<file path="config.mk">
export PLATFORM = sky130hd
export DESIGN_NAME = encoder_param_ctrl
export DESIGN_NICKNAME = d
export VERILOG_FILES = /design/src/rtl/encoder_param_ctrl.sv
export SDC_FILE = /design/constraint.sdc
export NUM_CORES = 1
export LEC_CHECK = 0
export BUFFER_PORTS_ARGS = -buffer_cell sky130_fd_sc_hd__buf_2
export CELL_PAD_IN_SITES_DETAIL_PLACEMENT = 0
export CELL_PAD_IN_SITES_GLOBAL_PLACEMENT = 2
export CORE_MARGIN = 2
export CORE_UTILIZATION = 33
export CTS_CLUSTER_SIZE = 16
export DETAILED_ROUTE_END_ITERATION = 10
export PLACE_DENSITY = 0.74
export SLEW_MARGIN = 20
export SYNTH_ARGS = -nofsm -noshare
export SYNTH_HDL_FRONTEND = slang
export SYNTH_SLANG_ARGS = --single-unit
export TNS_END_PERCENT = 50
</file>
<file path="constraint.sdc">
create_clock -name clk -period 3.5 [get_ports clk]
set_input_delay 0.175 -clock clk [delete_from_list [all_inputs] [get_ports clk]]
set_output_delay 0.175 -clock clk [all_outputs]
set_load 0.02 [all_outputs]
</file>
<file path="src/rtl/encoder_param_ctrl.sv">
// Rotary-encoder parameter editor: selects a slot, edits its shadow value and writes it over a
// valid/ready config bus. Optional step acceleration in EDIT/COMMIT under ENC_ACCEL_EN.
module encoder_param_ctrl #(
  parameter int unsigned NUM_PARAMS   = 4,
  parameter int unsigned DATA_W       = 8,
  parameter int unsigned PARAM_MAX    = 255,
  parameter int unsigned DEBOUNCE_CYC = 120000,
  parameter int unsigned ACCEL_WIN    = 240000
) (
  input  logic                          clk,
  input  logic                          rst,
  input  logic                          enc_a,
  input  logic                          enc_b,
  input  logic                          enc_sw,
  output logic [$clog2(NUM_PARAMS)-1:0] sel_idx,
  output logic                          edit_mode,
  output logic [DATA_W-1:0]             cur_value,
  output logic                          cfg_valid,
  input  logic                          cfg_ready,
  output logic [$clog2(NUM_PARAMS)-1:0] cfg_addr,
  output logic [DATA_W-1:0]             cfg_data
);

  localparam int unsigned IdxW = $clog2(NUM_PARAMS);
  localparam int unsigned CntW = (DEBOUNCE_CYC > 1) ? $clog2(DEBOUNCE_CYC) : 1;
  localparam int unsigned ExtW = DATA_W + 5;

  typedef enum logic [1:0] {StSelect, StEdit, StCommit} state_e;

  logic [1:0]      a_sync_q, b_sync_q, sw_sync_q;
  logic            a_prev_q;
  logic            step_up_q, step_dn_q;
  logic            sw_stable_q, press_q;
  logic [CntW-1:0] db_cnt_q;

  // Synchronisers, A falling-edge detector and switch debouncer (idle/released = 1).
  always_ff @(posedge clk) begin
    if (rst) begin
      a_sync_q    <= 2'b11;
      b_sync_q    <= 2'b11;
      sw_sync_q   <= 2'b11;
      a_prev_q    <= 1'b1;
      step_up_q   <= 1'b0;
      step_dn_q   <= 1'b0;
      sw_stable_q <= 1'b1;
      press_q     <= 1'b0;
      db_cnt_q    <= '0;
    end else begin
      a_sync_q  <= {a_sync_q[0], enc_a};
      b_sync_q  <= {b_sync_q[0], enc_b};
      sw_sync_q <= {sw_sync_q[0], enc_sw};
      a_prev_q  <= a_sync_q[1];
      step_up_q <= a_prev_q & ~a_sync_q[1] & b_sync_q[1];
      step_dn_q <= a_prev_q & ~a_sync_q[1] & ~b_sync_q[1];
      press_q   <= 1'b0;
      if (sw_sync_q[1] == sw_stable_q) begin
        db_cnt_q <= '0;
      end else if (db_cnt_q == CntW'(DEBOUNCE_CYC - 1)) begin
        db_cnt_q    <= '0;
        sw_stable_q <= sw_sync_q[1];
        press_q     <= ~sw_sync_q[1];
      end else begin
        db_cnt_q <= db_cnt_q + 1'b1;
      end
    end
  end

  state_e            state_q, state_d;
  logic [IdxW-1:0]   sel_q, sel_d;
  logic [DATA_W-1:0] shadow_q, shadow_d;
  logic [DATA_W-1:0] cfg_data_q, cfg_data_d;
  logic              cfg_valid_q, cfg_valid_d;
  logic              pend_q, pend_d;
  logic [DATA_W-1:0] param_q [NUM_PARAMS];
  logic [DATA_W-1:0] param_d [NUM_PARAMS];
  logic [3:0]        delta;
  logic              step_any;

  assign step_any = step_up_q | step_dn_q;

`ifdef ENC_ACCEL_EN
  localparam int unsigned AccW = $clog2(ACCEL_WIN + 1);
  logic [AccW-1:0] ivl_q;

  always_ff @(posedge clk) begin
    if (rst || step_any) begin
      ivl_q <= '0;
    end else if (ivl_q != AccW'(ACCEL_WIN)) begin
      ivl_q <= ivl_q + 1'b1;
    end
  end

  assign delta = (state_q != StSelect && ivl_q < AccW'(ACCEL_WIN)) ? 4'd8 : 4'd1;
`else
  assign delta = 4'd1;
`endif

  function automatic logic [DATA_W-1:0] apply_step(input logic [DATA_W-1:0] v,
                                                   input logic up, input logic [3:0] d);
    logic [ExtW-1:0] w;
    logic [ExtW-1:0] dx;
    w  = ExtW'(v);
    dx = ExtW'(d);
    if (up) begin
      w = w + dx;
      if (w > ExtW'(PARAM_MAX)) w = ExtW'(PARAM_MAX);
    end else begin
      w = (w < dx) ? '0 : w - dx;
    end
    return w[DATA_W-1:0];
  endfunction

  logic [DATA_W-1:0] step_nv;
  assign step_nv = apply_step(shadow_q, step_up_q, delta);

  always_comb begin
    state_d     = state_q;
    sel_d       = sel_q;
    shadow_d    = shadow_q;
    cfg_data_d  = cfg_data_q;
    cfg_valid_d = cfg_valid_q;
    pend_d      = pend_q;
    param_d     = param_q;
    unique case (state_q)
      StSelect: begin
        if (press_q) begin
          state_d  = StEdit;
          shadow_d = param_q[sel_q];
        end else if (step_up_q) begin
          sel_d = (sel_q == IdxW'(NUM_PARAMS - 1)) ? '0 : sel_q + 1'b1;
        end else if (step_dn_q) begin
          sel_d = (sel_q == '0) ? IdxW'(NUM_PARAMS - 1) : sel_q - 1'b1;
        end
      end
      StEdit: begin
        if (press_q) begin
          state_d = StSelect;
        end else if (step_any && step_nv != shadow_q) begin
          shadow_d    = step_nv;
          cfg_data_d  = step_nv;
          cfg_valid_d = 1'b1;
          state_d     = StCommit;
        end
      end
      StCommit: begin
        if (press_q) pend_d = 1'b1;
        else if (step_any) shadow_d = step_nv;
        if (cfg_valid_q && cfg_ready) begin
          param_d[sel_q] = cfg_data_q;
          // Keep writing until the slot matches the shadow; a pending press waits for that.
          if (shadow_d != cfg_data_q) begin
            cfg_data_d = shadow_d;
          end else begin
            cfg_valid_d = 1'b0;
            state_d     = pend_d ? StSelect : StEdit;
            pend_d      = 1'b0;
          end
        end
      end
      default: state_d = StSelect;
    endcase
  end

  always_ff @(posedge clk) begin
    if (rst) begin
      state_q     <= StSelect;
      sel_q       <= '0;
      shadow_q    <= '0;
      cfg_data_q  <= '0;
      cfg_valid_q <= 1'b0;
      pend_q      <= 1'b0;
      for (int i = 0; i < int'(NUM_PARAMS); i++) param_q[i] <= '0;
    end else begin
      state_q     <= state_d;
      sel_q       <= sel_d;
      shadow_q    <= shadow_d;
      cfg_data_q  <= cfg_data_d;
      cfg_valid_q <= cfg_valid_d;
      pend_q      <= pend_d;
      param_q     <= param_d;
    end
  end

  assign sel_idx   = sel_q;
  assign edit_mode = (state_q != StSelect);
  assign cur_value = (state_q == StSelect) ? param_q[sel_q] : shadow_q;
  assign cfg_valid = cfg_valid_q;
  assign cfg_addr  = sel_q;
  assign cfg_data  = cfg_data_q;

endmodule

</file>
* Word level (Yosys, flattened, before mapping)
Cells that the tools add are included. W data, S select, Z words.
Word-level totals: register bits 82, output and inout port bits 22, word-level logic and storage cells 111, input port bits 6
Cells by class: equal/unequal tests 14, muxes and demuxes 40, $add $sub $neg 5, reductions and logical operators 18, $lt $le $gt $ge 4, bitwise gates (word level) 11
Operators with widths (number):
- $mux W8 | 15
- $bwmux W32 | 1
- $pmux W8 S3 | 1
- $mux W2 | 9
- $add A17 B1 Y17 const B | 1
- $eq A17 B17 Y1 const B | 1
- $bmux W8 S2 | 1
- $demux W8 S2 | 1
- $ne A8 B8 Y1 | 2
- $pmux W8 S2 | 1
- $ne A2 B2 Y1 const B | 6
- $reduce_and A5 Y1 | 2
- $add A8 B1 Y9 const B | 1
- $gt A9 B8 Y1 const B | 1
- $mux W1 | 9
- $lt A8 B1 Y1 const B | 1
- $reduce_and A4 Y1 | 2
- $sub A8 B1 Y8 const B | 1
- $not A1 Y1 | 6
- $pmux W2 S3 | 1
- $reduce_bool A2 Y1 | 3
- $reduce_or A3 Y1 | 2
- $eq A2 B2 Y1 const B | 2
- $logic_not A2 Y1 | 2
- 15 further kinds | 20

* Logic depth before layout (Yosys ltp)
Gate-level depths: netlist (run 1).
word-level depth 11, depth in mapped cells 12, depth with buffers taken out 10

* Worst setup path after synthesis (run 1)
Ideal clock, no wire load.
kind reg-to-reg, start reg shadow_q[1], end reg cfg_data_q[2], in the netlist cfg_data[2], library setup time 0.121 ns, period minus slack after synthesis 3.277 ns, stages on the path, launching flop included 12, slack 0.223 ns, path buffers 1, arrival 3.156 ns, path through dfxtp_1 clkbuf_1 inv_1 ha_1 nor4b_1 or4_1 and3_4 a221o_1 o31ai_4 nand4_4 a31oi_4 mux2_2
On the way: word-level cells in the longest chain between the ends 10, elaborated cells on any way between the ends 21, classes of those cells add/sub: 2; order compare: 2; eq/ne: 4; mux: 11; reduce/logical: 2
Ends and longest elaborated chain:
- start, declared | line 70 | logic [DATA_W-1:0] shadow_q, shadow_d;
- start signal, assigned | line 176 | shadow_q <= shadow_d;
- $add A8 B1 Y9 | line 105 | w = w + dx;
- $gt A9 B8 Y1 | line 106 | if (w > ExtW'(PARAM_MAX)) w = ExtW'(PARAM_MAX);
- $mux W8 | line 106
- $mux W8 | line 104 | if (up) begin
- $mux W8 | line 147 | else if (step_any) shadow_d = step_nv;
- $mux W8 | line 146 | if (press_q) pend_d = 1'b1;
- $mux W8 | line 124 | unique case (state_q)
- $ne A8 B8 Y1 / $mux W8 (equally long branches) | line 151 | if (shadow_d != cfg_data_q) begin
- $ne A2 B2 Y1 (no source line) / $mux W8 (equally long branches)
- $reduce_and A5 Y1 (no source line) / $pmux W8 S2 (equally long branches)
- end signal, assigned | line 177 | cfg_data_q <= cfg_data_d;
- end, declared | line 71 | logic [DATA_W-1:0] cfg_data_q, cfg_data_d;
Several ways; a longest one is shown, not always the timed one. The select of a mux whose other input is x is not followed. A chain may end at the register's enable or synchronous reset.

* Worst setup path after layout (run 1)
Ends and elaborated chain as after synthesis.

==> results of run 1 <==
-- critical path: stages (launching register included) --
cell	delay (ps)
dfxtp_1	320
inv_1	130
ha_1	270
nor3b_1	230
nor4b_1	80
a2111oi_0	640
buf_4	250
nor3_1	70
o31ai_4	270
nand4_4	170
a31oi_4	370
mux2_2	380
-- worst max-delay path by stage --
stage,startpoint,endpoint,slack (ps),depth (start not counted)
finish,shadow_q[1]$_SDFFE_PP0P_,cfg_data[2]$_SDFFE_PP0P_,230,11
detailed placement,shadow_q[1]$_SDFFE_PP0P_,cfg_data[2]$_SDFFE_PP0P_,230,10
floorplan,shadow_q[1]$_SDFFE_PP0P_,cfg_data[2]$_SDFFE_PP0P_,220,11
global placement,shadow_q[1]$_SDFFE_PP0P_,cfg_data[5]$_SDFFE_PP0P_,220,11
CTS,shadow_q[1]$_SDFFE_PP0P_,cfg_data[2]$_SDFFE_PP0P_,200,10
global route,shadow_q[1]$_SDFFE_PP0P_,cfg_data[7]$_SDFFE_PP0P_,30,10
-- per-layer routing --
layer	share of wire	wire length [um]
met5	0	0
met2	0.47	6440
met3	0.035	489
met4	0.023	323
met1	0.48	6560
-- power by group through the flow --
stage	clock network, mW	registers (mW)	logic (mW)
detailed placement	0	0.991	0.377
floorplan	0	0.988	0.275
CTS	1.01	0.970	0.379
global route	1.06	0.974	0.420
finish	0.988	0.970	0.379
global placement	0	0.992	0.376
-- repair_timing --
item                       in CTS  in global routing
setup endpoints to repair       0                  4
hold endpoints to repair        2                  0
hold buffers                    2                  0
gates resized for setup         0                  1
-- state kept, by name (all words and copies together), names as in the netlist --
name         flops
db_cnt_q        17
b_sync_q         2
step_up_q        1
shadow_q         8
param_q         32
cfg_data         8
sw_stable_q      1
press_q          1
cfg_valid        1
state_q          2
cfg_addr         2
a_sync_q         2
pend_q           1
step_dn_q        1
sw_sync_q        2
a_prev_q         1
-- layout make-up --
class / count / area share
inverters: 18 / 0.0122
flip-flops and latches: 82 / 0.296
clock buffers: 10 / 0.0432
repair buffers: 48 / 0.0538
multi-input cells: 467 / 0.540
well taps: 184 / 0.0416
clock inverters: 6 / 0.0131
-- cell usage after synthesis, types with 3 or more instances --
library cell	number	area share
nand2_1	103	0.079
dfxtp_1	82	0.34
a21oi_1	57	0.058
nor2_1	50	0.038
clkbuf_1	38	0.029
o21ai_0	20	0.020
mux2i_1	18	0.037
inv_1	17	0.013
nand3_1	17	0.017
and3_1	14	0.018
nand2b_1	14	0.018
ha_1	13	0.033
nor3_1	10	0.010
and2_1	9	0.012
mux2_2	9	0.021
xnor2_1	9	0.016
mux4_2	8	0.037
nor2b_1	8	0.010
xor2_1	8	0.014
o211ai_1	7	0.011
or3_1	7	0.0090
a31oi_1	6	0.0077
or2_2	6	0.0077
nand4_1	5	0.0064
a211oi_1	4	0.0061
a221oi_1	4	0.0072
nor4b_1	4	0.0072
o31ai_1	4	0.0061
a211o_1	3	0.0054
a221o_1	3	0.0061
buf_1	3	0.0023
nor3b_1	3	0.0046
nor4_1	3	0.0038
o31a_1	3	0.0054
-- cells by family after synthesis --
family / count (synthesis) / synth area share
DFF: 82 / 0.336
buffers and inverters: 64 / 0.0527
and+or+nand+nor: 266 / 0.270
xor gates and xnor gates: 17 / 0.0305
adders and majority gates: 13 / 0.0333
AOI/OAI and AO/OA: 136 / 0.183
muxes: 35 / 0.0944
-- per-stage QoR --
step                power, mW  area, um2  hold WS, ps
global placement         1.37       5210          359
floorplan                1.26       4890          279
finish                   2.34       5540         9.18
global route             2.45       5540         13.4
detailed placement       1.37       5210          365
CTS                      2.36       5540         2.64
==> summary.md, run 1 <==
| Metric | Value |
|---|---|
| Status | `finished, final reports clean` |
| Fmax achieved | `around 310 MHz` |
| Commonest non-fill, non-tap cells in the layout | `103 x nand2_1, 82 x dfxtp_1, 57 x a21oi_1` |
| Asr flop ratio synth | `0` |
| CTS tree | `built` |
| Layout cells sized above 1 | `0.151` |
| Register-to-Register Path Depth | `11` |
| Antenna Cells | `0` |
| Ys Warns | `0` |
| Hold Path Depth | `2` |
| P_sw | `0.665 mW` |
| Most common cell after layout, fill and taps aside | `nand2_1` |
| Util after Layout | `0.382` |
| Seq/Total Area, Yosys | `0.336` |
| RSZ-0062 raised after global routing | `no` |
| Starting DRC count in detailed routing | `roughly 220` |
| Clock power share | `0.423` |
| Fin crit share | `0.934` |
| Met1 GRT Util | `0.241` |
| Pwr/cell area | `approximately 420 nW/um2` |
| WP data required | `about 3700 ps` |
| WHS Endpoint | `sw_sync_q[0]$_SDFF_PP1_` |
| DP Cell Count | `797` |
| Post-Syn Area per Cell | `around 8 um2` |
| Global-route wire length before repair | `22,700 um` |
| Met3 usage | `0.0365` |
| Setup Buffers After CTS | `0` |
| Port Buffer Count | `27` |
| Combinational Power Share | `0.162` |
| Most Crowded Layer GR | `met2` |
| Pre-Repair DR Iteration Count | `4` |
| Startpoint types | `flop` |
| Placer Congestion | `~0.88` |
| Cell Area, Synth | `4890 um2` |
| Fill cells | `1,501` |
| Syn Inst Count | `613` |
| Final ANT Viol Nets | `0` |
| Final setup margin | `231 ps` |
| Clock-pin slew on the worst setup and hold paths | `60 ps` |
| Critical Path End Type | `flop` |
| CTS root buf | `clkbuf_16` |
| Max Cap Viol | `0` |
| Via-to-Cell Ratio | `5.30` |
| Die Span Y | `126 um` |
| Number of enable flip-flop cells after synthesis | `0` |
| Top FF cell, synth | `dfxtp_1` |
| Die X-Extent | `~130 um` |
| Power Internal | `1.67 mW` |
| Crit Path Class | `flop to flop` |
| Pre-CTS setup slack | `229 ps` |
| # rows | `44` |
| CTS sink count | `between 80 and 90` |
| WL/cell | `around 17 um` |
| Final min period | `between 3000 and 4000 ps` |
| Max VDD drop | `approximately 0.00025 V` |
| Vias in the first global route | `4,222` |
| HPWL Detailed | `10,000 um` |
| Initial antenna violation count | `0` |
| Worst Path Arrival | `3510 ps` |
| Grt ovf | `0` |
| Reg2Reg Launch Point | `shadow_q[1]$_SDFFE_PP0P_` |
| DRC viols | `0` |
| Hold WC Path Type | `primary input to flop` |
| Clk buf depth | `2` |
| Area of the multi-input gates | `~3000 um2` |
| Storage cell area | `around 1600 um2` |
| Met2 track demand over resource | `0.288` |
| Normalized max-slew margin | `0.452` |
| Vias | `4,320` |
| Starting Density | `0.338` |
| Seq pwr share | `0.415` |
| Latest clock arrival within the worst-skew pair | `350 ps` |
| Pin count of the biggest net entering global routing | `about 50` |
| FF-to-FF End | `cfg_data[2]$_SDFFE_PP0P_` |
| Core Footprint | `~14,000 um2` |
| Layout Cells excl Fill | `815` |
| Synth Register Bits | `a little over 80` |
| Final Hold Viols | `0` |
| Hold_sp | `enc_sw` |
| Syn nets | `632` |
| Measured slew at the worst slew-check pin | `822 ps` |
| Net Sw Frac | `0.284` |
| Final Skew | `10.2 ps` |
| Htree depth | `3` |
| Fin. max-slew vios | `0` |
| Pleak | `1.98 nW` |
| Final number of setup-violating endpoints | `0` |
| Post-synth cell types | `67` |
| Reg-to-reg setup timing slack | `230 ps` |
| Setup_tns | `0 ps` |
| Final wirelength | `13,800 um` |
| Num ports | `28` |
| Clock buffer count from CTS | `9` |
| Area growth from synthesis to layout | `13.3%` |
| Max FO, Critical Path | `8` |
| Final net count | `645` |
| Gr usage total | `0.181` |
| Die area | `15,800 um2` |
Power figures use the tool's default switching activity.
==> run 2: changes to the inputs <==
--- a/config.mk
+++ b/config.mk
@@ -12,6 +12,7 @@
 export CORE_UTILIZATION = 33
 export CTS_CLUSTER_SIZE = 16
 export DETAILED_ROUTE_END_ITERATION = 10
+export GPL_TIMING_DRIVEN = 0
 export PLACE_DENSITY = 0.74
 export SLEW_MARGIN = 20
 export SYNTH_ARGS = -nofsm -noshare
==> run 2 against run 1 <==
Effect of this change: sequential power fell by 0.5%; non-clock buffer count rose by 29; wire length rose by 10%; sequential cell count did not move; sequential share of layout area fell by 0.65 points; critical endpoint is now cfg_data[7]$_SDFFE_PP0P_; hold slack barely moved; critical path type unchanged; via count rose by 5.2%; final cell count rose by 3.6%.
==> summary.md, run 2 (synthesis gave the netlist of run 1 again) <==
| Metric | Value |
|---|---|
| DP Cell Count | `824 (+3.4%)` |
| Grt ovf | `0 (unchanged)` |
| Met1 GRT Util | `0.259 (+0.0186)` |
| Fin area | `5670 um2 (+2.3%)` |
| Reg-to-reg setup timing slack | `120 ps (-110 ps)` |
| Hold Path Depth | `2 (unchanged)` |
| Starting DRC count in detailed routing | `427 (+97%)` |
| Status | `finished, final reports clean` |
| Final wirelength | `15,200 um (+10%)` |
| Util after Layout | `0.391 (+0.00881)` |
| # rows | `44 (unchanged)` |
| Critical path cell sequence | `clkbuf_8, clkinvlp_4, ha_2, nor4b_2, or4_1, and3_4, a221o_1, o31ai_4, nand4_4, a31oi_4, mux2_2` |
| Register-to-Register Path Depth | `11 (unchanged)` |
| Placer Congestion | `0.861 (-2.5%)` |
| Met2 track demand over resource | `0.325 (+0.0366)` |
| Critical Path End Type | `flop` |
| Hold_sp | `enc_sw` |
| Vias | `4,546 (+5.2%)` |
| FF-to-FF End | `cfg_data[7]$_SDFFE_PP0P_` |
| Clock buffer count from CTS | `9 (unchanged)` |
| Final net count | `674 (+4.5%)` |
| Fin. max-slew vios | `0 (unchanged)` |
| Via-to-Cell Ratio | `5.39 (+1.6%)` |
| Gr usage total | `0.197 (+0.0163)` |
| Commonest non-fill, non-tap cells in the layout | `103 x nand2_1, 81 x dfxtp_1, 56 x a21oi_1` |
| Layout Cells excl Fill | `844 (+3.6%)` |
| Critical Path Max Stage Delay | `510 ps (-130 ps)` |
| Pre-CTS setup slack | `-638 ps (-867 ps)` |
| Final Hold Viols | `0 (unchanged)` |
| WL/cell | `18.0 um (+6.4%)` |
| Htree depth | `3 (unchanged)` |
| Startpoint types | `flop` |
| Layout cells sized above 1 | `0.147 (-0.00358)` |
| RSZ-0062 raised after global routing | `no` |
| Power, Total | `2.42 mW (+3.5%)` |
| Measured slew at the worst slew-check pin | `703 ps (-119 ps)` |
| Worst Path Arrival | `3610 ps (+100 ps)` |
| Hold Slack | `9.30 ps (+0.115 ps)` |
| Setup_tns | `0 ps (unchanged)` |
| Final number of setup-violating endpoints | `0 (unchanged)` |
| Fill cells | `1,494 (-0.47%)` |
| CTS sink count | `82 (unchanged)` |
| Final Skew | `10.2 ps (+0.0703 ps)` |
| Hold WC Path Type | `primary input to flop` |
| Die X-Extent | `126 um (unchanged)` |
| Starting Density | `0.338 (unchanged)` |
| Crit-path slowest cell | `or4_1` |
| Most common cell after layout, fill and taps aside | `nand2_1` |
| Area of the multi-input gates | `3020 um2 (+1.2%)` |
| WHS Endpoint | `sw_sync_q[0]$_SDFF_PP1_` |
| CTS root buf | `clkbuf_16` |
| Final ANT Viol Nets | `0 (unchanged)` |
| Num ports | `28 (unchanged)` |
| Most Crowded Layer GR | `met2` |
| Area growth from synthesis to layout | `15.9%` |
| Top Registers | `param_q x32, db_cnt_q x17` |
| Antenna Cells | `0 (unchanged)` |
| Vias in the first global route | `4,328 (+2.5%)` |
| CTS tree | `built` |
| Crit Path Class | `flop to flop` |
| Pre-Repair DR Iteration Count | `5 (+1)` |
| Fin crit share | `0.966 (+0.0315)` |
| Initial antenna violation count | `0 (unchanged)` |
| Clock-pin slew on the worst setup and hold paths | `60 ps (about the same)` |
| Die Span Y | `126 um (unchanged)` |
| Final setup margin | `121 ps (-110 ps)` |
| Normalized max-slew margin | `0.532 (+0.0796)` |
| Most flops, register | `param_q` |
| Final min period | `3380 ps (+110 ps)` |
| Placed inst area | `5260 um2 (+0.94%)` |
| HPWL Detailed | `11,200 um (+12%)` |
| Max VDD drop | `0.000292 V (+16%)` |
| Max Cap Viol | `0 (unchanged)` |
| Port Buffer Count | `27 (unchanged)` |
| Fmax achieved | `296 MHz (-3.3%)` |
| Pin count of the biggest net entering global routing | `15 (-69%)` |
| Die area | `15,800 um2 (unchanged)` |
| Core Footprint | `14,500 um2 (unchanged)` |
| Met3 usage | `0.0370 (+0.000425)` |
| Pleak | `2.00 nW (+0.96%)` |
| Clk buf depth | `2 (unchanged)` |
| WP data required | `3740 ps (about the same)` |
| Setup crit start | `shadow_q[1]$_SDFFE_PP0P_` |
| Reg2Reg Launch Point | `shadow_q[1]$_SDFFE_PP0P_` |
| Max FO, Critical Path | `10 (+2)` |
| DRC viols | `0 (unchanged)` |
| Global-route wire length before repair | `24,300 um (+7.0%)` |
| Storage cell area | `1640 um2 (about the same)` |
| Pwr/cell area | `427 nW/um2 (+1.2%)` |
| Latest clock arrival within the worst-skew pair | `350 ps (about the same)` |
| Max reg flops | `32 (unchanged)` |
-- run 2: critical path, delay by kind of cell, from the launching register on --
kind | cells | cell delay [ps]
buffers and inverters | 2 | 350
and+or+nand+nor | 4 | 1080
adders and majority gates | 1 | 230
AOI/OAI and AO/OA | 3 | 880
muxes | 1 | 370
DFF | 1 | 360
-- run 2: timing repair --
item | 4_1_cts | 5_1_grt
pin swaps | 2 | 3
setup endpoints to repair | 18 | 15
setup buffers | 3 | 1
resized for setup | 12 | 9
hold buffers | 0 | 0
-- run 2: worst max-delay path by stage --
stage,endpoint,cells after the start,slack (ps)
after floorplan,cfg_data[2]$_SDFFE_PP0P_,11,220
after global placement,cfg_data[5]$_SDFFE_PP0P_,11,-700
after detailed placement,shadow_q[2]$_SDFFE_PP0P_,12,-640
after CTS,cfg_data[7]$_SDFFE_PP0P_,11,40
after global routing,cfg_data[6]$_SDFFE_PP0P_,10,10
final,cfg_data[7]$_SDFFE_PP0P_,11,120
-- run 2: final cells by class --
type / count / area share
clock inverter: 6 / 0.0159
tap: 184 / 0.0406
clock buffer: 10 / 0.0404
inverter: 18 / 0.0126
timing repair buffer: 31 / 0.0292
sequential: 82 / 0.290
multi-input combinational: 467 / 0.534
buffer: 46 / 0.0375
-- run 2: power breakdown --
| group | leakage [nW] | internal, mW | switching (mW) |
|---|---|---|---|
| Combinational | 1.18 | 0.157 | 0.263 |
| Clock | 0.153 | 0.628 | 0.407 |
| Sequential | 0.663 | 0.949 | 0.0162 |
| Total | 2.00 | 1.73 | 0.686 |
-- run 2: metal layers --
metal  vias up  part of all wire
met4         0             0.017
li1       2252                 -
met3        20             0.045
met2       110              0.46
met5         -                 0
met1      2164              0.47
==> run 3: changes to the inputs <==
--- a/config.mk
+++ b/config.mk
@@ -9,11 +9,11 @@
 export CELL_PAD_IN_SITES_DETAIL_PLACEMENT = 0
 export CELL_PAD_IN_SITES_GLOBAL_PLACEMENT = 2
 export CORE_MARGIN = 2
-export CORE_UTILIZATION = 33
+export CORE_UTILIZATION = 40
 export CTS_CLUSTER_SIZE = 16
 export DETAILED_ROUTE_END_ITERATION = 10
 export GPL_TIMING_DRIVEN = 0
-export PLACE_DENSITY = 0.74
+export PLACE_DENSITY = 0.85
 export SLEW_MARGIN = 20
 export SYNTH_ARGS = -nofsm -noshare
 export SYNTH_HDL_FRONTEND = slang
==> constraint.sdc (replaced) <==
create_clock -name clk -period 4.2 [get_ports clk]
set_input_delay 0.21 -clock clk [delete_from_list [all_inputs] [get_ports clk]]
set_output_delay 0.21 -clock clk [all_outputs]
set_load 0.02 [all_outputs]
==> run 3 against run 2 <==
Effect of this change: via count increased by 0.64%; clock skew decreased by 5.3 ps; final area decreased by 2.3%; first-iteration DRC count decreased by 38%; wire length decreased by 3.4%; clock-buffer cell count unchanged; sequential cell count unchanged; largest power group unchanged; non-clock buffer count decreased by 3; register-to-register slack improved by 130 ps; highest routed layer unchanged; sequential share of layout area increased by 0.67 points; fmax decreased by 14%; critical endpoint is now shadow_q[3]$_SDFFE_PP0P_.
==> summary.md, run 3 (synthesis gave the netlist of run 1 again) <==
| Metric | Value |
|---|---|
| Status | `finished, final reports clean` |
| HPWL Detailed | `10,900 um (-2.4%)` |
| Fill cells | `1,219 (-18%)` |
| Initial antenna violation count | `0 (unchanged)` |
| Critical Path End Type | `flop` |
| Core Footprint | `12,000 um2 (-17%)` |
| WP data required | `4410 ps (+670 ps)` |
| Layout cells sized above 1 | `0.126 (-0.0206)` |
| Startpoint types | `flop` |
| Commonest non-fill, non-tap cells in the layout | `103 x nand2_1, 82 x dfxtp_1, 57 x a21oi_1` |
| DRC viols | `0 (unchanged)` |
| Final ANT Viol Nets | `0 (unchanged)` |
| Final min period | `3950 ps (+573 ps)` |
| Area growth from synthesis to layout | `13.2%` |
| Die area | `13,100 um2 (-17%)` |
| Vias | `4,575 (+0.64%)` |
| Num ports | `28 (unchanged)` |
| Net Sw Frac | `0.292 (+0.00883)` |
| Placer Congestion | `0.859 (-0.23%)` |
| Setup Buffers After CTS | `0 (-3)` |
| Gr usage total | `0.229 (+0.0323)` |
| Power Internal | `1.39 mW (-20%)` |
| Final number of setup-violating endpoints | `0 (unchanged)` |
| Fmax achieved | `253 MHz (-14%)` |
| Number of buffers inserted by hold repair at cts | `0 (unchanged)` |
| Vias in the first global route | `4,146 (-4.2%)` |
| Combinational Power Share | `0.169 (-0.005)` |
| Hold WC Path Type | `primary input to flop` |
| Die X-Extent | `115 um (-8.9%)` |
| Most common cell after layout, fill and taps aside | `nand2_1` |
| Max reg flops | `32 (unchanged)` |
| Final net count | `671 (-0.45%)` |
| CTS tree | `built` |
| Final wirelength | `14,700 um (-3.4%)` |
| Seq pwr share | `0.409 (+0.010)` |
| Grt ovf | `0 (unchanged)` |
| Hold Path Depth | `2 (unchanged)` |
| CTS root buf | `clkbuf_16` |
| Reg-to-reg setup timing slack | `250 ps (+130 ps)` |
| Worst Path Arrival | `4160 ps (+550 ps)` |
| DP Cell Count | `788 (-4.4%)` |
| Reg2Reg Launch Point | `shadow_q[1]$_SDFFE_PP0P_` |
| Latest clock arrival within the worst-skew pair | `350 ps (about the same)` |
| FF-to-FF End | `shadow_q[3]$_SDFFE_PP0P_` |
| Port Buffer Count | `27 (unchanged)` |
| Clk buf depth | `2 (unchanged)` |
| Htree depth | `3 (unchanged)` |
| Starting Density | `0.409 (+0.0711)` |
| Antenna Cells | `0 (unchanged)` |
| Die Span Y | `115 um (-8.9%)` |
| P_sw | `0.576 mW (-16%)` |
| Pre-Repair DR Iteration Count | `5 (unchanged)` |
| RSZ-0062 raised after global routing | `no` |
| Max VDD drop | `0.000245 V (-16%)` |
| Measured slew at the worst slew-check pin | `773 ps (+70.2 ps)` |
| Final Hold Viols | `0 (unchanged)` |
| Clock buffer count from CTS | `9 (unchanged)` |
| Most flops, register | `param_q` |
| Crit Path Class | `flop to flop` |
| Starting DRC count in detailed routing | `266 (-38%)` |
| Setup_tns | `0 ps (unchanged)` |
| Fin crit share | `0.941 (-0.0246)` |
| Global-route wire length before repair | `22,900 um (-5.7%)` |
| Via-to-Cell Ratio | `5.69 (+5.6%)` |
| Final Skew | `4.97 ps (-5.28 ps)` |
| Normalized max-slew margin | `0.485 (-0.0468)` |
| Register-to-Register Path Depth | `12 (+1)` |
| Layout Cells excl Fill | `804 (-4.7%)` |
| Post-CTS Resized | `0 (-12)` |
| Clock power share | `0.423 (-0.005)` |
| CTS sink count | `82 (unchanged)` |
| Power, Total | `1.97 mW (-19%)` |
| Pin count of the biggest net entering global routing | `16 (+1)` |
| WL/cell | `18.3 um (+1.4%)` |
| Clock-pin slew on the worst setup and hold paths | `60 ps (about the same)` |
| Pleak | `1.96 nW (-1.8%)` |
| Hold_sp | `enc_sw` |
| Pwr/cell area | `356 nW/um2 (-17%)` |
| WHS Endpoint | `sw_sync_q[0]$_SDFF_PP1_` |
| Fin. max-slew vios | `0 (unchanged)` |
| Setup crit start | `shadow_q[1]$_SDFFE_PP0P_` |
| Max FO, Critical Path | `10 (unchanged)` |
| Max Cap Viol | `0 (unchanged)` |
| # rows | `40 (-9.1%)` |
| Top Registers | `param_q x32, db_cnt_q x17` |
[run 3: per-layer routing]
layer,GRT usage,up-vias,part of all wire
met3,0.0439,15,0.039
met1,0.310,2209,0.47
met4,0.0780,0,0.015
met5,0,-,0
met2,0.368,108,0.48
li1,-,2243,-
[run 3: worst max-delay path by stage]
stage                               endpoint  slack (ps)  depth (start not counted)
finish              shadow_q[3]$_SDFFE_PP0P_         250                         12
global route        shadow_q[0]$_SDFFE_PP0P_          20                         12
CTS                 shadow_q[2]$_SDFFE_PP0P_         100                         12
detailed placement  shadow_q[2]$_SDFFE_PP0P_         140                         12
global placement    cfg_data[5]$_SDFFE_PP0P_         -30                         11
floorplan           cfg_data[2]$_SDFFE_PP0P_         920                         11
[run 3: stage by stage]
| stage | hold slack (ps) | util | cell area [um2] | setup slack [ps] |
|---|---|---|---|---|
| floorplan | 314 | - | 4890 | 923 |
| global placement | 392 | 0.435 | 5210 | -32.7 |
| detailed placement | 394 | 0.436 | 5220 | 140 |
| CTS | 27.6 | 0.462 | 5530 | 102 |
| global route | 22.0 | 0.463 | 5530 | 21.4 |
| finish | 38.1 | 0.463 | 5530 | 248 |
[run 3: layout make-up]
| type | instances | area [um2] | share of cell area |
|---|---|---|---|
| Buffer | 46 | 191 | 0.0346 |
| Clock buffer | 10 | 239 | 0.0432 |
| Clock inverter | 6 | 73.8 | 0.0133 |
| Inverter | 18 | 67.6 | 0.0122 |
| Multi-Input combinational cell | 467 | 2990 | 0.540 |
| Sequential cell | 82 | 1640 | 0.297 |
| Tap cell | 147 | 184 | 0.0332 |
| Timing Repair Buffer | 28 | 145 | 0.0262 |
[run 3: worst max-delay path, stage by stage (launching register included)]
cell	delay [ps]
dfxtp_1	340
clkbuf_1	260
inv_1	240
ha_1	260
or4b_1	580
nor2_1	210
o31a_1	260
xnor2_1	190
o21ai_0	220
a221oi_1	540
clkbuf_2	400
mux2i_1	230
nor2_1	60
[run 3: power groups by stage]
stage          Clock (mW)  Combinational, mW  Sequential [mW]
6_report            0.832              0.332            0.804
3_5_place_dp            0              0.326            0.821
5_1_grt             0.887              0.355            0.805
3_3_place_gp            0              0.325            0.821
2_1_floorplan           0              0.230            0.823
4_1_cts             0.849              0.327            0.803
